--- src/rtl/rvh_pmp_pkg.sv ---
`default_nettype none
// +----------------------------------------------------------------------------+
// | Package    : rvh_pmp_pkg                                                   |
// | Purpose    : Shared PMP definitions. It holds the access-type codes used   |
// |              on the check bus, the pmpcfg.A field encodings, and a width   |
// |              helper for requester ids.                                     |
// | Ports      : none (package)                                                |
// | Revision   : 1.0 - initial release                                         |
// +----------------------------------------------------------------------------+
package rvh_pmp_pkg;

  // Access type carried on req_access_type_i / chk_access_type_o
  typedef logic [1:0] pmp_acc_t;
  localparam pmp_acc_t PMP_ACC_R = 2'd0;
  localparam pmp_acc_t PMP_ACC_W = 2'd1;
  localparam pmp_acc_t PMP_ACC_X = 2'd2;

  // pmpcfg.A address-matching mode
  typedef enum logic [1:0] {
    PMP_A_OFF   = 2'd0,
    PMP_A_TOR   = 2'd1,
    PMP_A_NA4   = 2'd2,
    PMP_A_NAPOT = 2'd3
  } pmp_a_e;

  // Requester id width. This is never narrower than 1 bit, so that a
  // single-requester build still has a legal id port.
  function automatic int pmp_id_w(input int n);
    return (n > 1) ? $clog2(n) : 1;
  endfunction

endpackage
`default_nettype wire

--- src/rtl/rvh_pmp_rr_arb.sv ---
`default_nettype none
// +----------------------------------------------------------------------------+
// | Module     : rvh_pmp_rr_arb                                                |
// | Purpose    : REQ_N-wide round-robin arbiter. The search starts at the      |
// |              rr pointer. After a grant to r, the pointer moves to          |
// |              (r+1) mod REQ_N.                                              |
// | Ports      : clk, rstn        clock / async active-low reset               |
// |              en_i             arbitration allowed this cycle               |
// |              req_i   [REQ_N]  request vector                               |
// |              gnt_o   [REQ_N]  one-hot grant (zero when none or !en_i)      |
// |              gnt_vld_o        any grant issued                             |
// |              gnt_id_o [ID_W]  index of the granted requester               |
// | Revision   : 1.0 - initial release                                         |
// +----------------------------------------------------------------------------+
module rvh_pmp_rr_arb
  import rvh_pmp_pkg::*;
#(
  parameter  int REQ_N = 4,
  localparam int ID_W  = pmp_id_w(REQ_N)
) (
  input  logic            clk,
  input  logic            rstn,
  input  logic            en_i,
  input  logic [REQ_N-1:0] req_i,
  output logic [REQ_N-1:0] gnt_o,
  output logic            gnt_vld_o,
  output logic [ID_W-1:0] gnt_id_o
);

  logic [ID_W-1:0] ptr_q, ptr_d;
  logic            found;
  logic [ID_W-1:0] win_id;

  // Index at position k of the search that starts at base, wrapping at REQ_N
  function automatic logic [ID_W-1:0] rr_idx(input logic [ID_W-1:0] base, input int k);
    return ID_W'((int'(base) + k) % REQ_N);
  endfunction

  always_comb begin
    found  = 1'b0;
    win_id = '0;
    for (int k = 0; k < REQ_N; k++) begin
      if (!found && req_i[rr_idx(ptr_q, k)]) begin
        found  = 1'b1;
        win_id = rr_idx(ptr_q, k);
      end
    end
  end

  always_comb begin
    gnt_o = '0;
    for (int r = 0; r < REQ_N; r++) begin
      gnt_o[r] = en_i & found & (win_id == ID_W'(r));
    end
  end

  assign gnt_vld_o = en_i & found;
  assign gnt_id_o  = win_id;
  assign ptr_d     = rr_idx(win_id, 1);

  always_ff @(posedge clk or negedge rstn) begin
    if (!rstn) begin
      ptr_q <= '0;
    end else if (gnt_vld_o) begin
      ptr_q <= ptr_d;
    end
  end

endmodule
`default_nettype wire

--- src/rtl/rvh_pmp_chk_arb.sv ---
`default_nettype none
// +----------------------------------------------------------------------------+
// | Module     : rvh_pmp_chk_arb                                               |
// | Purpose    : Shares one PMP entry bank between REQ_N requesters (ITLB,     |
// |              DTLB-ld, DTLB-st, PTW). It has three stages:                  |
// |                S0 round-robin arbitration                                  |
// |                S1 check register, which drives chk_* to all entries        |
// |                S2 response register, which holds pass/fail and the id      |
// |              Fail is resolved in S1 from the lowest-index matching entry,  |
// |              with the M-mode/lock rule applied.                            |
// | Ports      : clk, rstn                    clock / async active-low reset   |
// |              req_vld/paddr/access_type/priv_m_i   requester side          |
// |              req_rdy_o                    one-hot accept                   |
// |              chk_vld/paddr/access_type_o  broadcast to the entry bank      |
// |              entry_match/fail/lock/active_i  per-entry results             |
// |              resp_vld_o, resp_id_o, resp_fail_o, resp_rdy_i  response      |
// | Options    : RVH_PMP_CHK_FAIL_CNT_EN adds two ports:                       |
// |                fail_cnt_clr_i  clears the counter                          |
// |                fail_cnt_o      saturating 32-bit count of failing          |
// |                                responses                                   |
// | Revision   : 1.0 - initial release                                         |
// +----------------------------------------------------------------------------+
module rvh_pmp_chk_arb
  import rvh_pmp_pkg::*;
#(
  parameter  int PADDR_WIDTH = 56,
  parameter  int ENTRY_N     = 16,
  parameter  int REQ_N       = 4,
  localparam int ID_W        = pmp_id_w(REQ_N)
) (
  input  logic                         clk,
  input  logic                         rstn,
  input  logic [REQ_N-1:0]             req_vld_i,
  input  logic [REQ_N*PADDR_WIDTH-1:0] req_paddr_i,
  input  logic [REQ_N*2-1:0]           req_access_type_i,
  input  logic [REQ_N-1:0]             req_priv_m_i,
  output logic [REQ_N-1:0]             req_rdy_o,
  output logic                         chk_vld_o,
  output logic [PADDR_WIDTH-1:0]       chk_paddr_o,
  output logic [1:0]                   chk_access_type_o,
  input  logic [ENTRY_N-1:0]           entry_match_i,
  input  logic [ENTRY_N-1:0]           entry_fail_i,
  input  logic [ENTRY_N-1:0]           entry_lock_i,
  input  logic [ENTRY_N-1:0]           entry_active_i,
  output logic                         resp_vld_o,
  output logic [ID_W-1:0]              resp_id_o,
  output logic                         resp_fail_o,
  input  logic                         resp_rdy_i
`ifdef RVH_PMP_CHK_FAIL_CNT_EN
  ,
  input  logic                         fail_cnt_clr_i,
  output logic [31:0]                  fail_cnt_o
`endif
);

  // --------------------------------------------------------------------------
  // Stage advance. S2 frees up when it is empty or being drained. S1 moves
  // whenever S2 takes it, so a drain and a refill in the same cycle leave no
  // bubble.
  // --------------------------------------------------------------------------
  logic s1_vld_q, s1_vld_d;
  logic s2_vld_q, s2_vld_d;
  logic s2_adv, s1_adv, arb_en;

  assign s2_adv = ~s2_vld_q | resp_rdy_i;
  assign s1_adv = s2_adv | ~s1_vld_q;
  // Gating with rstn keeps req_rdy_o low while reset is held.
  assign arb_en = s1_adv & rstn;

  // --------------------------------------------------------------------------
  // S0: arbitration and request select
  // --------------------------------------------------------------------------
  logic            gnt_vld;
  logic [ID_W-1:0] gnt_id;

  rvh_pmp_rr_arb #(
    .REQ_N (REQ_N)
  ) u_rr_arb (
    .clk       (clk),
    .rstn      (rstn),
    .en_i      (arb_en),
    .req_i     (req_vld_i),
    .gnt_o     (req_rdy_o),
    .gnt_vld_o (gnt_vld),
    .gnt_id_o  (gnt_id)
  );

  logic [PADDR_WIDTH-1:0] s1_paddr_q, s1_paddr_d;
  pmp_acc_t               s1_acc_q, s1_acc_d;
  logic                   s1_priv_m_q, s1_priv_m_d;
  logic [ID_W-1:0]        s1_id_q, s1_id_d;

  always_comb begin
    s1_paddr_d  = '0;
    s1_acc_d    = PMP_ACC_R;
    s1_priv_m_d = 1'b0;
    for (int r = 0; r < REQ_N; r++) begin
      if (gnt_id == ID_W'(r)) begin
        s1_paddr_d  = req_paddr_i[r*PADDR_WIDTH +: PADDR_WIDTH];
        s1_acc_d    = req_access_type_i[r*2 +: 2];
        s1_priv_m_d = req_priv_m_i[r];
      end
    end
    s1_id_d  = gnt_id;
    s1_vld_d = gnt_vld;
  end

  // --------------------------------------------------------------------------
  // S1 register. The payload loads only on a grant, so chk_* stays stable
  // while S1 stalls or drains.
  // --------------------------------------------------------------------------
  always_ff @(posedge clk or negedge rstn) begin
    if (!rstn) begin
      s1_vld_q    <= 1'b0;
      s1_paddr_q  <= '0;
      s1_acc_q    <= PMP_ACC_R;
      s1_priv_m_q <= 1'b0;
      s1_id_q     <= '0;
    end else begin
      if (s1_adv) s1_vld_q <= s1_vld_d;
      if (gnt_vld) begin
        s1_paddr_q  <= s1_paddr_d;
        s1_acc_q    <= s1_acc_d;
        s1_priv_m_q <= s1_priv_m_d;
        s1_id_q     <= s1_id_d;
      end
    end
  end

  assign chk_vld_o         = s1_vld_q;
  assign chk_paddr_o       = s1_paddr_q;
  assign chk_access_type_o = s1_acc_q;

  // --------------------------------------------------------------------------
  // S1 resolution. The lowest-index matching entry decides the result. M-mode
  // is only restricted by locked entries. With no match, the access fails for
  // S/U-mode when any entry is active.
  // --------------------------------------------------------------------------
  logic hit, hit_fail, hit_lock, s1_fail;

  always_comb begin
    hit      = 1'b0;
    hit_fail = 1'b0;
    hit_lock = 1'b0;
    for (int e = 0; e < ENTRY_N; e++) begin
      if (!hit && entry_match_i[e]) begin
        hit      = 1'b1;
        hit_fail = entry_fail_i[e];
        hit_lock = entry_lock_i[e];
      end
    end
  end

  always_comb begin
    if (hit) begin
      s1_fail = s1_priv_m_q ? (hit_lock & hit_fail) : hit_fail;
    end else begin
      s1_fail = ~s1_priv_m_q & (|entry_active_i);
    end
  end

  // --------------------------------------------------------------------------
  // S2 response register
  // --------------------------------------------------------------------------
  logic [ID_W-1:0] s2_id_q, s2_id_d;
  logic            s2_fail_q, s2_fail_d;

  assign s2_vld_d  = s1_vld_q;
  assign s2_id_d   = s1_id_q;
  assign s2_fail_d = s1_fail;

  always_ff @(posedge clk or negedge rstn) begin
    if (!rstn) begin
      s2_vld_q  <= 1'b0;
      s2_id_q   <= '0;
      s2_fail_q <= 1'b0;
    end else if (s2_adv) begin
      s2_vld_q <= s2_vld_d;
      if (s1_vld_q) begin
        s2_id_q   <= s2_id_d;
        s2_fail_q <= s2_fail_d;
      end
    end
  end

  assign resp_vld_o  = s2_vld_q;
  assign resp_id_o   = s2_id_q;
  assign resp_fail_o = s2_fail_q;

`ifdef RVH_PMP_CHK_FAIL_CNT_EN
  // --------------------------------------------------------------------------
  // Saturating failure counter. A clear beats a same-cycle increment.
  // --------------------------------------------------------------------------
  logic [31:0] fail_cnt_q, fail_cnt_d;

  always_comb begin
    fail_cnt_d = fail_cnt_q;
    if (fail_cnt_clr_i) begin
      fail_cnt_d = '0;
    end else if (resp_vld_o && resp_rdy_i && resp_fail_o && !(&fail_cnt_q)) begin
      fail_cnt_d = fail_cnt_q + 32'd1;
    end
  end

  always_ff @(posedge clk or negedge rstn) begin
    if (!rstn) fail_cnt_q <= '0;
    else       fail_cnt_q <= fail_cnt_d;
  end

  assign fail_cnt_o = fail_cnt_q;
`endif

endmodule
`default_nettype wire
--- config.mk ---
export PLATFORM = sky130hd
export DESIGN_NAME = rvh_pmp_chk_arb
export DESIGN_NICKNAME = d
export VERILOG_FILES = /design/src/rtl/rvh_pmp_pkg.sv /design/src/rtl/rvh_pmp_rr_arb.sv /design/src/rtl/rvh_pmp_chk_arb.sv
export SDC_FILE = /design/constraint.sdc
export NUM_CORES = 1
export LEC_CHECK = 0
export BUFFER_PORTS_ARGS = -buffer_cell sky130_fd_sc_hd__clkbuf_2
export CAP_MARGIN = 20
export CORE_AREA = 2 2 146 148
export CTS_BUF_LIST = sky130_fd_sc_hd__clkbuf_16
export DETAILED_ROUTE_END_ITERATION = 10
export DIE_AREA = 0 0 148 150
export REMOVE_ABC_BUFFERS = 1
export SLEW_MARGIN = 20
export SYNTH_ARGS = -nofsm -noshare
export SYNTH_HDL_FRONTEND = slang
export SYNTH_HIERARCHICAL = 1
export SYNTH_SLANG_ARGS = --single-unit
--- constraint.sdc ---
create_clock -name clk -period 4.4 [get_ports clk]
set_input_delay 0 -clock clk [delete_from_list [all_inputs] [get_ports clk]]
set_output_delay 0 -clock clk [all_outputs]
set_load 0.01 [all_outputs]
==> implementation parameters <==
Parameter                              Value

Outcome
  Run status    finished clean

Detailed routing
  1st-pass router iterations    4
  Final Routed Wirelength    16900 µm
  Detailed-route via count    4396
  Via density per instance    4.52
  Initial detailed-routing violation count    98
  Number of antenna-violating nets in the routed design    0
  Remaining design rule violation count    0
  Routed wire per std cell    17.3 µm

Finish
  Signed area change from the synthesized netlist to the final layout    53.9%
  Post-route non-filler standard cell count    973
  Total Nets Final    998
  Commonest cells after routing, fill and taps aside    sky130_fd_sc_hd__clkbuf_2, sky130_fd_sc_hd__dfrtp_1, sky130_fd_sc_hd__mux2_2
  Fraction of final layout cells sized beyond drive strength 1    0.757
  Utilization of the core after routing    0.341
  Most common cell after layout, fill and taps aside    sky130_fd_sc_hd__clkbuf_2

Hold path
  Min-Delay Path Class    in -> reg
  Hold Path Stages    4

Flow run
  Number of max-cap violations    0

Timing
  Max-slew violation count    0
  Final cycle utilization of the critical path    0.629
  Maximum clock frequency    0.362 GHz
  Worst setup skew after layout    8.32 ps
  Worst-margin pin slew    1000 ps
  Hold Vio Cnt, Final    0
  Number of setup violations in the final report    0
  Headroom to the max-slew limit    0.333
  Post-route minimum period    2770 ps
  Unrepaired setup endpoints after global routing    false

Clocking
  Insertion delay to the later sink of the worst-skew pair    340 ps
  H-tree depth    3
  Setup fix buffers added after clock tree synthesis    0
  Clock Path Buffers    2
  CTS tree    done
  Num CTS Buffers    9
  Library cell used as clock root buffer    sky130_fd_sc_hd__clkbuf_16
  CTS clk-pin slew, worst paths    60 ps
  Total clock sinks    68

Yosys
  Post-synthesis cell area    4580 µm²
  Synth top area cells    sky130_fd_sc_hd__dfrtp_1, sky130_fd_sc_hd__mux4_2, sky130_fd_sc_hd__mux2_2
  Synth top area share    0.371
  Number of enable-type register cells in the synthesized netlist    0
  Syn avg cell area    14.2 µm²
  Share of the yosys chip area belonging to registers    0.371
  Number of distinct standard cells referenced by the synthesized netlist    47
  Post-synthesis instance total    322
  Number of synthesized register bits    68
  Warnings, synthesis    6
  Commonest register cell after synthesis    sky130_fd_sc_hd__dfrtp_1
  Largest area contributor in the synthesized netlist    sky130_fd_sc_hd__dfrtp_1
  Share of flip-flops with an asynchronous set or reset    1.00

Pwr
  Clk pwr share    0.216
  Leakage power    3.38 nW
  Worst IR drop on VDD    0.302 mV
  Psw    1.26 mW
  Sw frac    0.344
  Cell internal pwr    2.41 mW
  Combinational cell fraction of total power    0.479
  Proportion of power drawn by flip-flops and latches    0.304
  Pwr dens    520 nW/µm²

Floorplanning
  IO Pins    374
  Floorplan die height    150 µm
  Die Area    22200 µm²
  Number of rows in the core area    53
  Starting utilization of the core area    0.222
  Core area    20700 µm²
  Die Span X    148 µm

Global route
  Antenna violations before repair    2
  Number of global-route vias before repair    4630
  Grt total ovfl    0
  Global-route total usage across every layer    0.149
  Maximum number of pins on one net before global-route repair    69
  First-pass GRT wire length    25300 µm

Placed design
  HPWL reported at the end of detailed placement    13700 µm
  Final weighted congestion in routability-driven placement    0.789
  Count of input and output buffers    373
  Placed cells    953

Worst setup path
  Setup Crit Path Kind    reg -> reg
  CP max stage cell    sky130_fd_sc_hd__buf_4
  Data required time of the worst path    4620 ps
  Kind of end point of the critical path    flip-flop
  Length in cells of the worst reg-to-reg path    6
  Internal reg-to-reg setup slack    1630 ps
  Max FO, Critical Path    40
  Kind of start point of the critical path    flip-flop
  Series of cell instances along the critical path    mux2i_1 > nor2_1 > nor4_2 > buf_4 > mux4_2 > mux2_2
  Worst endpoint data arrival time    2980 ps
  Slowest Stage Delay on Critical Path    650 ps
## per-stage QoR
step | hold WS [ps] | TNS (ps) | area, µm² | setup WS, ps | total power, mW
after floorplan | -296 | -455130 | 4450 | -7590 | 2.15
after global placement | 308 | 0 | 6710 | 1640 | 2.89
after detailed placement | 311 | 0 | 6710 | 1620 | 2.92
after CTS | 47.6 | 0 | 7050 | 1600 | 3.75
after global routing | 86.1 | 0 | 7050 | 1410 | 3.92
final | 64.0 | 0 | 7050 | 1630 | 3.67
## power by group through the flow
stage	clock network (mW)	logic, mW	registers (mW)
2_1_floorplan	0	0.935	1.22
3_3_place_gp	0	1.76	1.13
3_5_place_dp	0	1.80	1.12
4_1_cts	0.827	1.80	1.12
5_1_grt	0.854	1.91	1.16
6_report	0.794	1.76	1.12
## cell usage after synthesis (2+ instances only)
cell	instances
sky130_fd_sc_hd__nor2b_1	3
sky130_fd_sc_hd__clkbuf_1	12
sky130_fd_sc_hd__nor3_1	4
sky130_fd_sc_hd__mux4_2	59
sky130_fd_sc_hd__mux2_2	62
sky130_fd_sc_hd__nor2_1	8
sky130_fd_sc_hd__inv_1	6
sky130_fd_sc_hd__a221oi_1	5
sky130_fd_sc_hd__a21o_1	2
sky130_fd_sc_hd__a211oi_1	3
sky130_fd_sc_hd__dfrtp_1	68
sky130_fd_sc_hd__buf_6	6
sky130_fd_sc_hd__a31oi_1	3
sky130_fd_sc_hd__nand2_1	12
sky130_fd_sc_hd__o21ai_0	3
sky130_fd_sc_hd__nor4_1	7
sky130_fd_sc_hd__a21oi_1	14
sky130_fd_sc_hd__nand3b_1	5
sky130_fd_sc_hd__nand2b_1	7
sky130_fd_sc_hd__a221o_1	2
sky130_fd_sc_hd__buf_1	2
sky130_fd_sc_hd__mux2i_1	3
sky130_fd_sc_hd__buf_2	2
## cell families after synthesis
kind of cell,count (synthesis),share of synthesized area
AOI/OAI and AO/OA,43,0.0693
buffers and inverters,30,0.0349
muxes,124,0.449
and+or+nand+nor,57,0.0759
DFF,68,0.371
## layer usage
| metal | GRT usage | part of all wire | up-vias |
|---|---|---|---|
| met1 | 0.170 | 0.38 | 2086 |
| li1 | - | - | 2046 |
| met5 | 0 | 0 | - |
| met2 | 0.262 | 0.52 | 243 |
| met3 | 0.0442 | 0.085 | 21 |
| met4 | 0.0600 | 0.019 | 0 |
## repair_timing
action | 4_1_cts | 5_1_grt
hold buffers | 2 | 0
gates resized for setup | 0 | 0
endpoints found under the hold margin | 70 | 0
## layout make-up
type                            count  area [µm²]
Antenna cell                        2        5.00
Clock buffer                        9         225
Clock inverter                      7        92.6
Fill cell                        2099       13600
Inverter                            8        30.0
Multi-Input combinational cell    224        2730
Sequential cell                    68        1700
Tap cell                          275         344
Timing Repair Buffer              380        1930
## worst max-delay path: cells and delay by family, from the launching register on
kind,cells,cell delay (ps)
buf+inv,1,650
flops,1,440
mux,3,1080
simple gates,2,420
## sequential cells by signal, summed over array words and instances, names as in the netlist
name and flops:
s1_id_q 2, resp_vld_o 1, u_rr_arb/ptr_q 2, resp_id_o 2, chk_access_type_o 2, chk_vld_o 1
s1_priv_m_q 1, resp_fail_o 1, chk_paddr_o 56
## worst paths after layout
path	start	end
setup / recovery	u_rr_arb/ptr_q[1]	chk_paddr_o[52]
hold / removal	entry_match_i[13]	resp_fail_o
setup reg to reg	u_rr_arb/ptr_q[1]	chk_paddr_o[52]
hold reg to reg	chk_paddr_o[29]	chk_paddr_o[29]
max in group asynchronous	rstn	chk_paddr_o[28]
min in group asynchronous	rstn	resp_id_o[1]
Note: power is estimated with default switching activity, not from simulation.
